===== src/rtl/lif_layer_net.sv =====
// ============================================================================
//  Module   : lif_layer_net
//  Purpose  : Single-layer leaky integrate-and-fire spiking network with
//             programmable signed weights, per-neuron spike counters and a
//             start/sample handshake stepping N_CYCLES updates per inference.
//  Option   : define LIF_REFRACTORY_EN to add per-neuron refractory windows.
//  Revision : 1.0 - initial release
// ============================================================================
`default_nettype none

module lif_layer_net #(
    parameter int N_IN          = 4,
    parameter int N_OUT         = 2,
    parameter int W_BITS        = 4,
    parameter int V_BITS        = 8,
    parameter int N_CYCLES      = 10,
    parameter int CNT_BITS      = 5,
    parameter int LEAK_SHIFT    = 3,
    parameter int THRESHOLD     = 16,
    parameter int REFRAC_CYCLES = 2,
    localparam int AW           = (N_IN * N_OUT > 1) ? $clog2(N_IN * N_OUT) : 1
) (
    input  logic                         clk,
    input  logic                         rst,
    input  logic                         start,
    input  logic                         sample_ready,
    output logic                         ready,
    output logic                         sample,
    input  logic [N_IN-1:0]              in_spikes,
    output logic [N_OUT-1:0]             out_spikes,
    output logic                         done,
    output logic [N_OUT*CNT_BITS-1:0]    spike_count,
    input  logic                         wr_en,
    input  logic [AW-1:0]                wr_addr,
    input  logic [W_BITS-1:0]            wr_data
);

    localparam int NW  = N_IN * N_OUT;
    localparam int S_W = W_BITS + $clog2(N_IN + 1);
    // Accumulation width leaves headroom so saturation can be judged exactly.
    localparam int A_W = ((V_BITS > S_W) ? V_BITS : S_W) + 2;

    localparam logic signed [A_W-1:0]  C_VMAX = A_W'((2 ** (V_BITS - 1)) - 1);
    localparam logic signed [A_W-1:0]  C_VMIN = A_W'(-(2 ** (V_BITS - 1)));
    localparam logic signed [A_W-1:0]  C_THR  = A_W'(THRESHOLD);
    localparam logic [CNT_BITS-1:0]    C_LAST = CNT_BITS'(N_CYCLES - 1);
    localparam logic [CNT_BITS-1:0]    C_CMAX = '1;
    localparam logic [AW:0]            C_NW   = (AW + 1)'(NW);

    generate
        if (N_CYCLES < 1 || (2 ** CNT_BITS) <= N_CYCLES || REFRAC_CYCLES < 0) begin : g_bad_params
            $error("lif_layer_net: illegal parameter combination");
        end
    endgenerate

    typedef enum logic [1:0] {
        S_IDLE   = 2'd0,
        S_WAIT   = 2'd1,
        S_UPDATE = 2'd2,
        S_DONE   = 2'd3
    } state_t;

    state_t                       state_q;
    logic                         ready_q;
    logic                         sample_q;
    logic                         done_q;
    logic [N_IN-1:0]              in_q;
    logic [N_OUT-1:0]             spk_q;
    logic [N_OUT-1:0]             fire_d;
    logic [N_OUT*CNT_BITS-1:0]    cnt_q;
    logic [CNT_BITS-1:0]          cyc_q;
    logic signed [V_BITS-1:0]     v_q [N_OUT];
    logic signed [V_BITS-1:0]     v_d [N_OUT];
    logic signed [W_BITS-1:0]     w_q [NW];

`ifdef LIF_REFRACTORY_EN
    localparam int             RW    = (REFRAC_CYCLES > 0) ? $clog2(REFRAC_CYCLES + 1) : 1;
    localparam logic [RW-1:0]  C_REF = RW'(REFRAC_CYCLES);
    logic [RW-1:0]             ref_q [N_OUT];
    logic [RW-1:0]             ref_d [N_OUT];
`endif

    // Weight memory is writable in any state; an UPDATE sees the old value.
    always_ff @(posedge clk or posedge rst) begin
        if (rst) begin
            for (int k = 0; k < NW; k++) begin
                w_q[k] <= '0;
            end
        end else if (wr_en && ({1'b0, wr_addr} < C_NW)) begin
            w_q[wr_addr] <= wr_data;
        end
    end

    always_comb begin : p_update
        logic signed [A_W-1:0] acc;
        logic signed [A_W-1:0] vx;
        logic signed [A_W-1:0] lk;
        logic signed [A_W-1:0] vn;
        logic                  can_fire;
        acc      = '0;
        vx       = '0;
        lk       = '0;
        vn       = '0;
        can_fire = 1'b1;
        fire_d   = '0;
        for (int j = 0; j < N_OUT; j++) begin
            acc      = '0;
            can_fire = 1'b1;
            for (int i = 0; i < N_IN; i++) begin
                if (in_q[i]) begin
                    acc = acc + A_W'(w_q[j*N_IN + i]);
                end
            end
`ifdef LIF_REFRACTORY_EN
            if (ref_q[j] != '0) begin
                acc      = '0;
                can_fire = 1'b0;
            end
`endif
            vx = A_W'(v_q[j]);
            lk = A_W'(v_q[j] >>> LEAK_SHIFT);
            vn = vx - lk + acc;
            if (vn > C_VMAX) begin
                vn = C_VMAX;
            end else if (vn < C_VMIN) begin
                vn = C_VMIN;
            end
            if (can_fire && (vn >= C_THR)) begin
                fire_d[j] = 1'b1;
                v_d[j]    = '0;
            end else begin
                v_d[j]    = vn[V_BITS-1:0];
            end
`ifdef LIF_REFRACTORY_EN
            if (fire_d[j]) begin
                ref_d[j] = C_REF;
            end else if (ref_q[j] != '0) begin
                ref_d[j] = ref_q[j] - 1'b1;
            end else begin
                ref_d[j] = '0;
            end
`endif
        end
    end

    always_ff @(posedge clk or posedge rst) begin
        if (rst) begin
            state_q  <= S_IDLE;
            ready_q  <= 1'b0;
            sample_q <= 1'b0;
            done_q   <= 1'b0;
            in_q     <= '0;
            spk_q    <= '0;
            cnt_q    <= '0;
            cyc_q    <= '0;
            for (int j = 0; j < N_OUT; j++) begin
                v_q[j] <= '0;
`ifdef LIF_REFRACTORY_EN
                ref_q[j] <= '0;
`endif
            end
        end else begin
            sample_q <= 1'b0;
            done_q   <= 1'b0;
            case (state_q)
                S_IDLE: begin
                    ready_q <= ~start;
                    if (start) begin
                        state_q <= S_WAIT;
                        cyc_q   <= '0;
                        cnt_q   <= '0;
                        spk_q   <= '0;
                        for (int j = 0; j < N_OUT; j++) begin
                            v_q[j] <= '0;
`ifdef LIF_REFRACTORY_EN
                            ref_q[j] <= '0;
`endif
                        end
                    end
                end
                S_WAIT: begin
                    if (sample_ready) begin
                        in_q     <= in_spikes;
                        sample_q <= 1'b1;
                        state_q  <= S_UPDATE;
                    end
                end
                S_UPDATE: begin
                    spk_q <= fire_d;
                    for (int j = 0; j < N_OUT; j++) begin
                        v_q[j] <= v_d[j];
`ifdef LIF_REFRACTORY_EN
                        ref_q[j] <= ref_d[j];
`endif
                        if (fire_d[j] && (cnt_q[j*CNT_BITS +: CNT_BITS] != C_CMAX)) begin
                            cnt_q[j*CNT_BITS +: CNT_BITS] <= cnt_q[j*CNT_BITS +: CNT_BITS] + 1'b1;
                        end
                    end
                    cyc_q   <= cyc_q + 1'b1;
                    state_q <= (cyc_q == C_LAST) ? S_DONE : S_WAIT;
                end
                S_DONE: begin
                    done_q  <= 1'b1;
                    state_q <= S_IDLE;
                end
                default: begin
                    state_q <= S_IDLE;
                end
            endcase
        end
    end

    assign ready       = ready_q;
    assign sample      = sample_q;
    assign done        = done_q;
    assign out_spikes  = spk_q;
    assign spike_count = cnt_q;

endmodule

`default_nettype wire


===== config.mk =====
export PLATFORM = sky130hd
export DESIGN_NAME = lif_layer_net
export DESIGN_NICKNAME = d
export VERILOG_FILES = /design/src/rtl/lif_layer_net.sv
export SDC_FILE = /design/constraint.sdc
export NUM_CORES = 1
export LEC_CHECK = 0
export ABC_CLOCK_PERIOD_IN_PS = 8140
export BUFFER_PORTS_ARGS = -buffer_cell sky130_fd_sc_hd__buf_2
export CAP_MARGIN = 20
export CORE_AREA = 2 2 122 113
export DETAILED_ROUTE_END_ITERATION = 12
export DIE_AREA = 0 0 124 115
export PLACE_DENSITY = 0.74
export SETUP_SLACK_MARGIN = 0.15
export SYNTH_ARGS = -nofsm -noshare
export SYNTH_HDL_FRONTEND = slang
export SYNTH_SLANG_ARGS = --single-unit

===== constraint.sdc =====
create_clock -name clk -period 8.14 [get_ports clk]
set_input_delay 0.814 -clock clk [delete_from_list [all_inputs] [get_ports clk]]
set_output_delay 0.814 -clock clk [all_outputs]
set_load 0.02 [all_outputs]

After elaboration in Yosys (flattened, before gate mapping)
Cells that the tools add are included.
{"block": "classes", "addsub": 13, "multipliers": 0, "n_div": 0, "magnitude_cmp": 8, "eq_ne": 10, "shift": 0, "muxes": 36, "bitwise": 2, "reduce_logical": 10}
{"op": "$mux 10", "count": 13}
{"op": "$add 10x4->10", "count": 6}
{"op": "$bwmux 32", "count": 1}
{"op": "$pmux 16 s2", "count": 1}
{"op": "$add 9x10->10", "count": 2}
{"op": "$ge 10x6->1 const B", "count": 2}
{"op": "$gt 10x8->1 const B", "count": 2}
{"op": "$lt 10x8->1 const B", "count": 2}
{"op": "$pmux 10 s2", "count": 1}
{"op": "$sub 8x5->9", "count": 2}
{"op": "$mux 16", "count": 1}
{"op": "$mux 8", "count": 2}
{"op": "$add 5x1->5 const B", "count": 3}
{"op": "$mux 5", "count": 3}
{"op": "$demux 4 s3", "count": 1}
{"op": "$ne 5x5->1 const B", "count": 2}
{"op": "$pmux 5 s2", "count": 1}
{"op": "$mux 2", "count": 4}
{"op": "$ne 2x2->1 const B", "count": 4}
{"op": "$pmux 2 s4", "count": 1}
{"op": "$reduce_and 2->1", "count": 3}
{"op": "$reduce_and 3->1", "count": 2}
{"op": "$eq 5x4->1 const B", "count": 1}
{"op": "$mux 1", "count": 5}
{"op": "other kinds (11)", "count": 14}
{"block": "totals", "reg_bits": 74, "latchBits": 0, "ramBits": 0, "mem_bits_ro": 0, "inputBits": 16, "wordCells": 98, "memories": 0}

Longest topological paths before layout
Gate-level depths: netlist (run 1).
{"block": "depth", "word_depth": 16, "depth_mapped": 41, "mapped_depth_nobuf": 40}

Least setup slack after synthesis (run 1)
Ideal clock, no wire load.
{"block": "synth_timing", "path_kind": "register -> register", "startpoint": "register in_q[0]", "endpoint": "register cnt_q[0] (netlist: spike_count[0])", "arrival_ns": 8.268, "path_slack_ns": -0.208, "stages_incl_launch_ff": 41, "n_path_buf": 1, "period_less_slack_ns": 8.348, "path_cell_list": "dfrtp_1 -> buf_4 -> and2_1 -> ha_1 -> inv_1 -> fa_1 -> nor2b_1 -> o21a_1 -> nor2_1 -> fa_1 -> o21ai_0 -> ha_1 -> nand3_1 -> o21ai_0 -> nor2_1 -> xnor2_1 -> mux2_2 -> ha_1 -> [... 5 more ...] -> o21ai_0 -> fa_1 -> inv_1 -> ha_1 -> or3_1 -> o22ai_2 -> o21ai_0 -> xnor2_1 -> xnor2_1 -> xor2_1 -> o211ai_1 -> ha_1 -> or2_1 -> or4_1 -> o41ai_2 -> o22ai_2 -> nand2_1 -> mux2i_1"}
{"block": "synth_between", "elab_chain_cells": 16, "word_cells_on_any_way": 17, "cone_classes": "add/sub: 4; order compare: 3; eq/ne: 1; mux: 7; reduce/logical: 2"}
{"item": "start, declared", "line": "67", "rtl": "logic [N_IN-1:0] in_q;"}
{"item": "start signal, assigned", "line": "183", "rtl": "in_q <= in_spikes;"}
{"item": "$mux 10 *", "line": "110", "rtl": "if (in_q[i]) begin"}
{"item": "$add 10x4->10", "line": "111", "rtl": "acc = acc + A_W'(w_q[j*N_IN + i]);"}
{"item": "$mux 10 *", "line": "110"}
{"item": "$add 10x4->10", "line": "111"}
{"item": "$mux 10 *", "line": "110"}
{"item": "$add 10x4->10", "line": "111"}
{"item": "$mux 10 *", "line": "110"}
{"item": "$add 9x10->10 *", "line": "122", "rtl": "vn = vx - lk + acc;"}
{"item": "$lt 10x8->1", "line": "125", "rtl": "end else if (vn < C_VMIN) begin"}
{"item": "$mux 10", "line": "125"}
{"item": "$mux 10 *", "line": "123", "rtl": "if (vn > C_VMAX) begin"}
{"item": "$ge 10x6->1 *", "line": "128", "rtl": "if (can_fire && (vn >= C_THR)) begin"}
{"item": "$mux 1 *", "line": "128"}
{"item": "$logic_and 1x1->1 *", "line": "195", "rtl": "if (fire_d[j] && (cnt_q[j*CNT_BITS +: CNT_BITS] != C_CMAX)) begin"}
{"item": "$ne 2x2->1 (no line) *"}
{"item": "$reduce_and 3->1 (no line) *"}
{"item": "end signal, assigned by index", "line": "196", "rtl": "cnt_q[j*CNT_BITS +: CNT_BITS] <= cnt_q[j*CNT_BITS +: CNT_BITS] + 1'b1;"}
{"item": "end, declared", "line": "70", "rtl": "logic [N_OUT*CNT_BITS-1:0] cnt_q;"}
Every way passes the cells marked *; elsewhere a longest branch is shown, timed or not.
A chain may end at the register's enable or synchronous reset.

Worst setup path in the final report (run 1)
{"block": "layout_timing", "startpoint": "register in_q[0]", "endpoint": "register v_q[9] (netlist name)"}
{"block": "layout_between", "elab_chain_cells": 14, "word_cells_on_any_way": 15, "cone_classes": "add/sub: 4; order compare: 3; mux: 8"}
{"item": "$mux 10 *", "line": "110"}
{"item": "$add 10x4->10", "line": "111"}
{"item": "$mux 10 *", "line": "110"}
{"item": "$add 10x4->10", "line": "111"}
{"item": "$mux 10 *", "line": "110"}
{"item": "$add 10x4->10", "line": "111"}
{"item": "$mux 10 *", "line": "110"}
{"item": "$add 9x10->10 *", "line": "122"}
{"item": "$lt 10x8->1", "line": "125"}
{"item": "$mux 10", "line": "125"}
{"item": "$mux 10 *", "line": "123"}
{"item": "$ge 10x6->1", "line": "128"}
{"item": "$mux 8 *", "line": "128"}
{"item": "$pmux 16 s2 *", "line": "165", "rtl": "case (state_q)"}
{"item": "end signal, assigned by index", "line": "191", "rtl": "v_q[j] <= v_d[j];"}
{"item": "end, declared", "line": "72", "rtl": "logic signed [V_BITS-1:0] v_q [N_OUT];"}
Marks and branches as above.

==> impl_summary.txt, run 1 <==
----------------------------------------------------
[STA]
  Fin crit share ... 0.9922
  Number of max-slew violations in the final report ... 0
  Time the worst path needs with I/O delays and setup ... 8.077 ns
  Setup repair after global routing missed its margin ... yes
  Upper clock frequency limit ... 0.1238 GHz
  Final count of hold timing violations ... 0
  Fin worst setup slack ... 0.06349 ns
  Pin slew with the least headroom to its limit ... 0.9193 ns
  Normalized max-slew margin ... 0.3871
  Clock skew ... 0.009820 ns
  Setup violators final ... 0

[Layout]
  N_diodes ... 0
  Area Overhead vs Synth ... 19.43%
  Final cell area excluding filler cells ... 0.008359 mm^2
  Most common cell after layout, fill and taps aside ... nand2_1
  Non-filler cells, final ... 989
  Final core occ ... 0.6424
  Area of combinational cells with multiple inputs ... 0.005284 mm^2
  Filler cells ... 1036
  Layout cells sized above 1 ... 0.2643
  Sequential cell area ... 0.001852 mm^2
  Top library cells by usage in the layout, fill and taps aside ... nand2_1 (76), dfrtp_1 (74), ha_1 (67)
  Net count of the finished layout ... 933

[Global routing]
  Pin count of the biggest net entering global routing ... 75
  Number of antenna violations at the first check in global routing ... 0
  Tot GR Track Use ... 0.2361
  Via count of the first global-routing pass ... 5961
  Aggregate global routing overflow ... 0
  Wire length of the first global-routing pass ... 27180 um

[CTS]
  CTS tree ... built
  Depth of the CTS H-tree ... 3
  Max Buffers Root-to-Sink ... 2
  Clock slew at reported path FFs ... 0.06 ns
  Clk_lat worst skew ... 0.33 ns
  Cts-stage hold buffer count ... 0
  Clock buffers created by TritonCTS ... 9
  CTS sink count ... 74
  Buffer cell driving the clock tree root ... clkbuf_16

[Floorplan]
  Initial standard-cell utilization of the core ... 0.5379
  X dimension of the die ... 124 um
  Top Ports ... 31
  Total die area ... 0.01426 mm^2
  Placement row count ... 40
  Vertical die dimension ... 115 um
  Core area ... 0.01301 mm^2

[Setup path]
  Endpoint kind of the worst setup timing path ... flop
  Critical path startpoint ... in_q[0]
  Worst path arrival time ... 8.34 ns
  Required time of the critical path ... 8.40 ns
  R2R setup slack ... 0.06 ns
  Start of the worst register-to-register path ... in_q[0]
  CP Capture Point ... v_q[9]
  CP Max Fanout ... 5
  Startpoint Class ... flop
  Kind of critical path ... reg -> reg
  Delay of the slowest cell on the worst path ... 0.51 ns
  Master of the slowest instance on the critical path ... fa_1
  Worst reg2reg path endpoint ... v_q[9]
  Worst Reg2Reg Path Length in Cells ... 39

[Synth]
  Post-Syn Nets ... 865
  Ys async rst share ... 1.000
  Top post-synthesis cells by area ... dfrtp_1 (26%), ha_1 (14%), mux2_2 (8.2%)
  Post-synthesis sequential area ratio ... 0.2646
  Top cell type by total area after synthesis ... dfrtp_1
  Number of instances in the synthesized netlist ... 748
  Main synth FF type ... dfrtp_1
  Distinct cell type count after synthesis ... 65
  Synth top area share ... 0.2646
  Post-synthesis instance area ... 0.006999 mm^2
  Flops & latches, synth ... 74
  Number of flops mapped to enable cells by yosys ... 0
  Mapped Avg Cell Area ... 9.357 um^2
  Number of synthesis warnings ... 0

[Routing]
  Average wire per standard cell ... 16.46 um
  Violation count after the first detailed-route iteration ... 221
  Number of search-and-repair iterations in the first detailed-routing pass ... 4
  Vias per std cell ... 5.786
  Antenna-violating nets left ... 0
  Detailed-route wire length ... 16280 um
  Detailed-route via count ... 5722
  Remaining DRCs ... 0

[Worst hold path]
  Hold Path Class ... reg -> reg

[Placed design]
  Placed Instances ... 943
  DP Area ... 0.007430 mm^2
  Setup WS pre-CTS ... -0.3286 ns
  Routability congestion estimate from global placement ... 0.9048
  IO Port Bufs ... 30
  HPWL reported at the end of detailed placement ... 11830 um

[Flow run]
  Number of maximum-capacitance constraint violations ... 0

[Outcome]
  Run status ... finished clean

----------------------------------------------------
## cell families (layout without fill, tap and decap cells)
logic type / after synthesis / after routing / synth area share
multiplexers: 69 / 69 / 0.1078
AO/OA/AOI/OAI: 196 / 196 / 0.1866
buffers and inverters: 67 / 140 / 0.03647
adder cells (fa/ha/maj): 102 / 102 / 0.2077
flip-flops: 74 / 74 / 0.2646
AND/OR/NAND/NOR: 192 / 192 / 0.1326
XOR/XNOR: 48 / 48 / 0.06418
## metal layers
metal / wire [um] / share of wire / up-vias / track usage
met5: 0 / 0 / - / 0
met2: 8148 / 0.50 / 102 / 0.4231
met4: 231 / 0.014 / 0 / 0.04419
li1: - / - / 2809 / -
met3: 645 / 0.040 / 24 / 0.04563
met1: 7256 / 0.45 / 2787 / 0.2984
## cells in the mapped netlist, drive strengths merged, types with 11 or more instances
master	instances
nand2	78
inv	52
mux2i	18
xnor2	31
fa	24
o21ai	56
mux2	51
a21o	19
clkbuf	11
nor2	38
o21a	13
a21oi	45
xor2	15
ha	77
dfrtp	74
nor3	11
## registers in the layout (all words and copies together) (netlist names)
register,count
ready,1
out_spikes,2
p_update.lk,5
cyc_q,5
sample,1
w_q,32
v_q,8
in_q,4
done,1
spike_count,10
p_update.vx,3
state_q,2
## through the flow
stage	hold slack, ns	setup TNS [ns]
2_1_floorplan	0.4434	0
3_3_place_gp	0.4612	0
3_5_place_dp	0.4613	-5.498
4_1_cts	0.4977	0
5_1_grt	0.5219	-4.730
6_report	0.4978	0
## timing repair
action	CTS	global route
buffers inserted	18	12
gates cloned	0	0
setup endpoints to repair	27	28
gates resized for setup	43	46
pin swaps	23	26
## layout make-up
class | instances | area share
multi-input combinational | 607 | 0.6321
sequential | 74 | 0.2215
timing repair buffer | 72 | 0.05613
inverter | 52 | 0.02335
tap | 168 | 0.02515
clock buffer | 9 | 0.02694
clock inverter | 7 | 0.01482
## how the worst min path moves through the flow
stage,start,to,slack [ns],depth (start not counted)
final,ready,ready,0.50,1
after global routing,ready,ready,0.52,1
after CTS,cyc_q[4],cyc_q[4],0.50,1
after detailed placement,out_spikes[1],out_spikes[1],0.46,1
after global placement,cyc_q[4],cyc_q[4],0.46,1
after floorplan,cyc_q[4],cyc_q[4],0.44,1
## worst max-delay path: cells and delay by family (launching register included)
family                     cells  cell delay, ns
adders and majority gates      8            2.57
and+or+nand+nor               11            2.03
AOI/OAI and AO/OA             12            1.68
xor gates and xnor gates       5            0.95
DFF                            1            0.39
muxes                          1            0.29
buffers and inverters          2            0.09
Power of run 1 is left out: the tool's default activity adds up to more than one toggle a clock period on the data nets, which glitch-free logic cannot reach.
==> inputs of run 2 (changes only) <==
Settings changed: ABC_AREA set to 1, BUFFER_PORTS_ARGS -buffer_cell sky130_fd_sc_hd__buf_2 to unset, CORE_AREA 2 2 122 113 to 2 2 123 113, DIE_AREA 0 0 124 115 to 0 0 125 115, DONT_BUFFER_PORTS set to 1, PLACE_DENSITY 0.74 to 0.72.
==> impl_summary.txt, run 2 <==
----------------------------------------------------
[Outcome]
  Run status ... finished clean

[Floorplan]
  Placement row count ... 40 (unchanged)
  Initial standard-cell utilization of the core ... 0.5385 (+0.0005696)
  Vertical die dimension ... 115 um (unchanged)
  Top Ports ... 31 (unchanged)
  Total die area ... 0.01438 mm^2 (+0.81%)
  X dimension of the die ... 125 um (+0.81%)
  Core area ... 0.01311 mm^2 (+0.77%)

[STA]
  Total negative slack for setup checks ... 0 ns (unchanged)
  Fin crit share ... 0.9100 (-0.08219)
  Time the worst path needs with I/O delays and setup ... 7.407 ns (-0.6691 ns)
  Final count of hold timing violations ... 0 (unchanged)
  Clock skew ... 0.005742 ns (-0.004078 ns)
  Pin slew with the least headroom to its limit ... 0.9675 ns (+0.04818 ns)
  Setup violators final ... 0 (unchanged)
  Normalized max-slew margin ... 0.3543 (-0.03283)
  Setup repair after global routing missed its margin ... yes
  Number of max-slew violations in the final report ... 0 (unchanged)
  Upper clock frequency limit ... 0.1350 GHz (+9.0%)

[Routing]
  Average wire per standard cell ... 13.34 um (-19%)
  Number of search-and-repair iterations in the first detailed-routing pass ... 5 (+1)
  Detailed-route via count ... 6101 (+6.6%)
  Antenna-violating nets left ... 0 (unchanged)
  Vias per std cell ... 5.301 (-8.4%)
  Remaining DRCs ... 0 (unchanged)
  Violation count after the first detailed-route iteration ... 341 (+54%)
  Detailed-route wire length ... 15360 um (-5.7%)

[CTS]
  CTS sink count ... 74 (unchanged)
  Max Buffers Root-to-Sink ... 2 (unchanged)
  Depth of the CTS H-tree ... 3 (unchanged)
  Clk_lat worst skew ... 0.34 ns (about the same)
  Clock slew at reported path FFs ... 0.06 ns (about the same)
  Buffer cell driving the clock tree root ... clkbuf_16
  Clock buffers created by TritonCTS ... 9 (unchanged)
  CTS tree ... built

[Synth]
  Most numerous cell in the Yosys netlist ... nand2_1
  Distinct cell type count after synthesis ... 45 (-31%)
  Ys async rst share ... 1.000 (unchanged)
  Main synth FF type ... dfrtp_1
  Top post-synthesis cells by area ... dfrtp_1 (26%), nand2_1 (14%), ha_1 (14%)
  Most instantiated cells after synthesis ... nand2_1 (264), inv_1 (131), o21ai_0 (90)
  Post-synthesis instance area ... 0.007061 mm^2 (+0.88%)
  Post-Syn Nets ... 1094 (+26%)
  Top cell type by total area after synthesis ... dfrtp_1
  Number of flops mapped to enable cells by yosys ... 0 (unchanged)
  Post-synthesis sequential area ratio ... 0.2623 (-0.002297)
  Mapped Avg Cell Area ... 7.227 um^2 (-23%)
  Number of instances in the synthesized netlist ... 977 (+31%)
  Number of synthesis warnings ... 0 (unchanged)
  Flops & latches, synth ... 74 (unchanged)
  Synth top area share ... 0.2623 (-0.002297)

[Worst hold path]
  Hold Path Class ... reg -> reg

[Global routing]
  Pin count of the biggest net entering global routing ... 75 (unchanged)
  Number of antenna violations at the first check in global routing ... 0 (unchanged)
  Via count of the first global-routing pass ... 5793 (-2.8%)
  Wire length of the first global-routing pass ... 27100 um (-0.31%)
  Aggregate global routing overflow ... 0 (unchanged)
  Tot GR Track Use ... 0.2277 (-0.008463)

[Placed design]
  Routability congestion estimate from global placement ... 0.8629 (-4.6%)
  HPWL reported at the end of detailed placement ... 11740 um (-0.80%)
  Placed Instances ... 1130 (+20%)
  IO Port Bufs ... 0 (-100%)

[Setup path]
  Worst path arrival time ... 7.63 ns (-0.71 ns)
  Endpoint kind of the worst setup timing path ... flop
  Required time of the critical path ... 8.36 ns (-0.04 ns)
  Kind of critical path ... reg -> reg
  Master of the slowest instance on the critical path ... fa_1
  CP Max Fanout ... 8 (+3)
  Startpoint Class ... flop
  Delay of the slowest cell on the worst path ... 0.50 ns (about the same)
  Cell seen most often among critical-path stages ... nand2_1

[Layout]
  Register ranked first by flip-flop count ... w_q
  Non-filler cells, final ... 1151 (+16%)
  Flip-flop count of the largest register, all copies and words added ... 32 (unchanged)
  N_diodes ... 0 (unchanged)
  Most common cell after layout, fill and taps aside ... nand2_1
  Net count of the finished layout ... 1095 (+17%)
  Area Overhead vs Synth ... 8.382%
  Top library cells by usage in the layout, fill and taps aside ... nand2_1 (262), inv_1 (130), o21ai_0 (84)
  Layout cells sized above 1 ... 0.07325 (-0.1911)

[Flow run]
  Number of maximum-capacitance constraint violations ... 0 (unchanged)

----------------------------------------------------
run 2: critical path: cells and delay by family (launching register included):
kind	cells	cell delay, ns
fa+ha+maj	8	2.77
buf+inv	8	0.46
compound gates	7	0.76
simple gates	28	2.67
xor+xnor	1	0.19
flops	1	0.44
run 2: area by class of cell:
class                   instances  area, um^2
clock inverters                 4       72.57
inverters                     138       519.2
clock buffers                  12       266.5
repair buffers                  6       45.04
flip-flops and latches         74        1853
multi-input cells             749        4686
well taps                     168       210.2
fillers                      1245        5460
run 2: stage by stage:
step | worst slack, ns | area [um^2] | util | hold slack, ns
4_1_cts | 0.2703 | 7546 | 0.5755 | 0.4880
2_1_floorplan | 1.168 | 7061 | - | 0.4529
3_5_place_dp | 0.3144 | 7207 | 0.5496 | 0.4743
6_report | 0.7325 | 7652 | 0.5836 | 0.4859
3_3_place_gp | 0.3351 | 7207 | 0.5496 | 0.4678
5_1_grt | 0.1087 | 7652 | 0.5836 | 0.5276
run 2: cells by family (layout without fill, tap and decap cells):
group | Yosys count | after routing | synth area share
adder cells (fa/ha/maj) | 101 | 101 | 0.2045
XOR/XNOR | 36 | 36 | 0.04466
AO/OA/AOI/OAI | 190 | 190 | 0.1444
AND/OR/NAND/NOR | 421 | 421 | 0.2589
flip-flops | 74 | 74 | 0.2623
buffers and inverters | 154 | 160 | 0.08364
multiplexers | 1 | 1 | 0.001595
run 2: path summary, 6_finish.rpt:
kind                               from  depth (start not counted)             end  slack [ns]
worst max-delay path            in_q[0]                         52  spike_count[2]        0.73
worst min register to register  w_q[15]                          2         w_q[15]        0.49
max in group asynchronous           rst                          2         in_q[0]        6.82
worst min-delay path            w_q[15]                          2         w_q[15]        0.49
min in group asynchronous           rst                          2  spike_count[6]        0.65
worst max register to register  in_q[0]                         52  spike_count[2]        0.73
run 2: repair_timing:
action	in CTS	in global routing
endpoints found under the setup margin	0	27
hold buffers	0	0
setup buffers	0	5
resized for setup	0	23
run 2: metal layers:
| layer | wire, um | global-route usage | vias up |
|---|---|---|---|
| met4 | 284 | 0.07556 | 0 |
| li1 | - | - | 3187 |
| met5 | 0 | 0 | - |
| met1 | 7776 | 0.3225 | 2800 |
| met3 | 423 | 0.02978 | 19 |
| met2 | 6875 | 0.3656 | 95 |
Power of run 2 is left out for the same reason.
==> inputs of run 3 (changes only) <==
Settings changed: CTS_BUF_LIST set to sky130_fd_sc_hd__clkbuf_4 sky130_fd_sc_hd__clkbuf_8.
==> impl_summary.txt, run 3 (same netlist as run 2, synthesis figures left out) <==
----------------------------------------------------
[Outcome]
  Run status ... finished clean

[Routing]
  Number of search-and-repair iterations in the first detailed-routing pass ... 4 (-1)
  Vias per std cell ... 5.257 (-0.82%)
  Violation count after the first detailed-route iteration ... 342 (+0.29%)
  Remaining DRCs ... 0 (unchanged)
  Average wire per standard cell ... 13.21 um (-1.0%)
  Detailed-route wire length ... 15200 um (-1.0%)
  Antenna-violating nets left ... 0 (unchanged)
  Detailed-route via count ... 6051 (-0.82%)

[Placed design]
  IO Port Bufs ... 0 (unchanged)
  DP Area ... 0.007207 mm^2 (unchanged)
  Routability congestion estimate from global placement ... 0.8629 (unchanged)
  HPWL reported at the end of detailed placement ... 11740 um (unchanged)
  Setup WS pre-CTS ... 0.3144 ns (unchanged)

[Floorplan]
  X dimension of the die ... 125 um (unchanged)
  Placement row count ... 40 (unchanged)
  Initial standard-cell utilization of the core ... 0.5385 (unchanged)
  Top Ports ... 31 (unchanged)
  Core area ... 0.01311 mm^2 (unchanged)
  Total die area ... 0.01438 mm^2 (unchanged)
  Vertical die dimension ... 115 um (unchanged)

[CTS]
  CTS sink count ... 74 (unchanged)
  CTS tree ... built
  Depth of the CTS H-tree ... 3 (unchanged)
  Buffer cell driving the clock tree root ... clkbuf_8
  Clk_lat worst skew ... 0.36 ns (+0.02 ns)
  Max Buffers Root-to-Sink ... 2 (unchanged)
  Clock buffers created by TritonCTS ... 9 (unchanged)
  Clock slew at reported path FFs ... 0.08 ns (+0.02 ns)

[STA]
  Number of max-slew violations in the final report ... 0 (unchanged)
  Fin worst setup slack ... 0.7539 ns (+0.02139 ns)
  Upper clock frequency limit ... 0.1354 GHz (+0.29%)
  Clock skew ... 0.009378 ns (+0.003636 ns)
  Setup repair after global routing missed its margin ... no
  Fin crit share ... 0.9074 (-0.002627)
  Time the worst path needs with I/O delays and setup ... 7.386 ns (-0.02139 ns)
  Setup violators final ... 0 (unchanged)
  Final count of hold timing violations ... 0 (unchanged)
  Total negative slack for setup checks ... 0 ns (unchanged)
  Pin slew with the least headroom to its limit ... 0.9594 ns (-0.008141 ns)
  Normalized max-slew margin ... 0.3597 (+0.005434)
  WHS ... 0.4991 ns (+0.01321 ns)

[Setup path]
  Startpoint Class ... flop
  CP Max Fanout ... 7 (-1)
  Required time of the critical path ... 8.39 ns (+0.03 ns)
  Master of the slowest instance on the critical path ... fa_1
  Kind of critical path ... reg -> reg
  Cell seen most often among critical-path stages ... nand2_1
  Worst path arrival time ... 7.64 ns (about the same)
  Endpoint kind of the worst setup timing path ... flop
  Delay of the slowest cell on the worst path ... 0.50 ns (about the same)

[Global routing]
  Pin count of the biggest net entering global routing ... 75 (unchanged)
  Number of antenna violations at the first check in global routing ... 0 (unchanged)
  Met1 capacity usage during global routing ... 0.3186 (-0.003856)
  Busiest layer in global routing ... met2
  Met2 track utilization from global routing ... 0.3667 (+0.001087)
  Met3 layer usage reported by global route ... 0.03118 (+0.001396)
  Tot GR Track Use ... 0.2252 (-0.002415)
  Via count of the first global-routing pass ... 5735 (-1.0%)
  Wire length of the first global-routing pass ... 26810 um (-1.0%)
  Aggregate global routing overflow ... 0 (unchanged)

[Layout]
  Flip-flop count of the largest register, all copies and words added ... 32 (unchanged)
  Register ranked first by flip-flop count ... w_q
  N_diodes ... 0 (unchanged)
  Top library cells by usage in the layout, fill and taps aside ... nand2_1 (262), inv_1 (130), o21ai_0 (84)
  Final cell area excluding filler cells ... 0.007546 mm^2 (-1.4%)
  Most common cell after layout, fill and taps aside ... nand2_1
  Net count of the finished layout ... 1095 (unchanged)
  Layout cells sized above 1 ... 0.07325 (unchanged)
  Area Overhead vs Synth ... 6.876%

[Flow run]
  Number of maximum-capacitance constraint violations ... 0 (unchanged)

[Worst hold path]
  Hold Path Class ... reg -> reg

----------------------------------------------------
[run 3: final cells by class]
| class | count | area (um^2) |
|---|---|---|
| clock buffers | 12 | 165.2 |
| clock inverters | 4 | 72.57 |
| fillers | 1264 | 5567 |
| inverters | 138 | 519.2 |
| multi-input cells | 749 | 4681 |
| flip-flops and latches | 74 | 1853 |
| well taps | 168 | 210.2 |
| repair buffers | 6 | 45.04 |
[run 3: per-layer routing]
layer	part of all wire	wire length (um)
met2	0.45	6882
met4	0.013	191
met3	0.022	335
met5	0	0
met1	0.51	7791
[run 3: worst max-delay path, delay by kind of cell, from the launching register on]
family	cells	cell delay, ns
AND/OR/NAND/NOR	28	2.68
XOR/XNOR	1	0.18
buffers and inverters	8	0.45
flip-flops	1	0.44
AO/OA/AOI/OAI	7	0.76
adder cells (fa/ha/maj)	8	2.77
[run 3: final timing paths]
kind / startpoint / endpoint / slack (ns) / depth (start not counted)
min reg2reg: w_q[13] / w_q[13] / 0.50 / 2
min: w_q[13] / w_q[13] / 0.50 / 2
max: in_q[0] / spike_count[1] / 0.75 / 52
max reg2reg: in_q[0] / spike_count[1] / 0.75 / 52
min in group asynchronous: rst / spike_count[6] / 0.61 / 2
max in group asynchronous: rst / in_q[0] / 6.85 / 2
[run 3: through the flow]
| step | utilization | std cells |
|---|---|---|
| 2_1_floorplan | - | 977 |
| 3_3_place_gp | 0.5496 | 1130 |
| 3_5_place_dp | 0.5496 | 1130 |
| 4_1_cts | 0.5677 | 1146 |
| 5_1_grt | 0.5755 | 1151 |
| 6_report | 0.5755 | 1151 |
[run 3: what timing repair did]
action                                  4_1_cts  5_1_grt
gates resized for setup                       0       22
setup buffers                                 0        5
hold buffers                                  0        0
endpoints found under the setup margin        0       27
Power of run 3 is left out for the same reason.
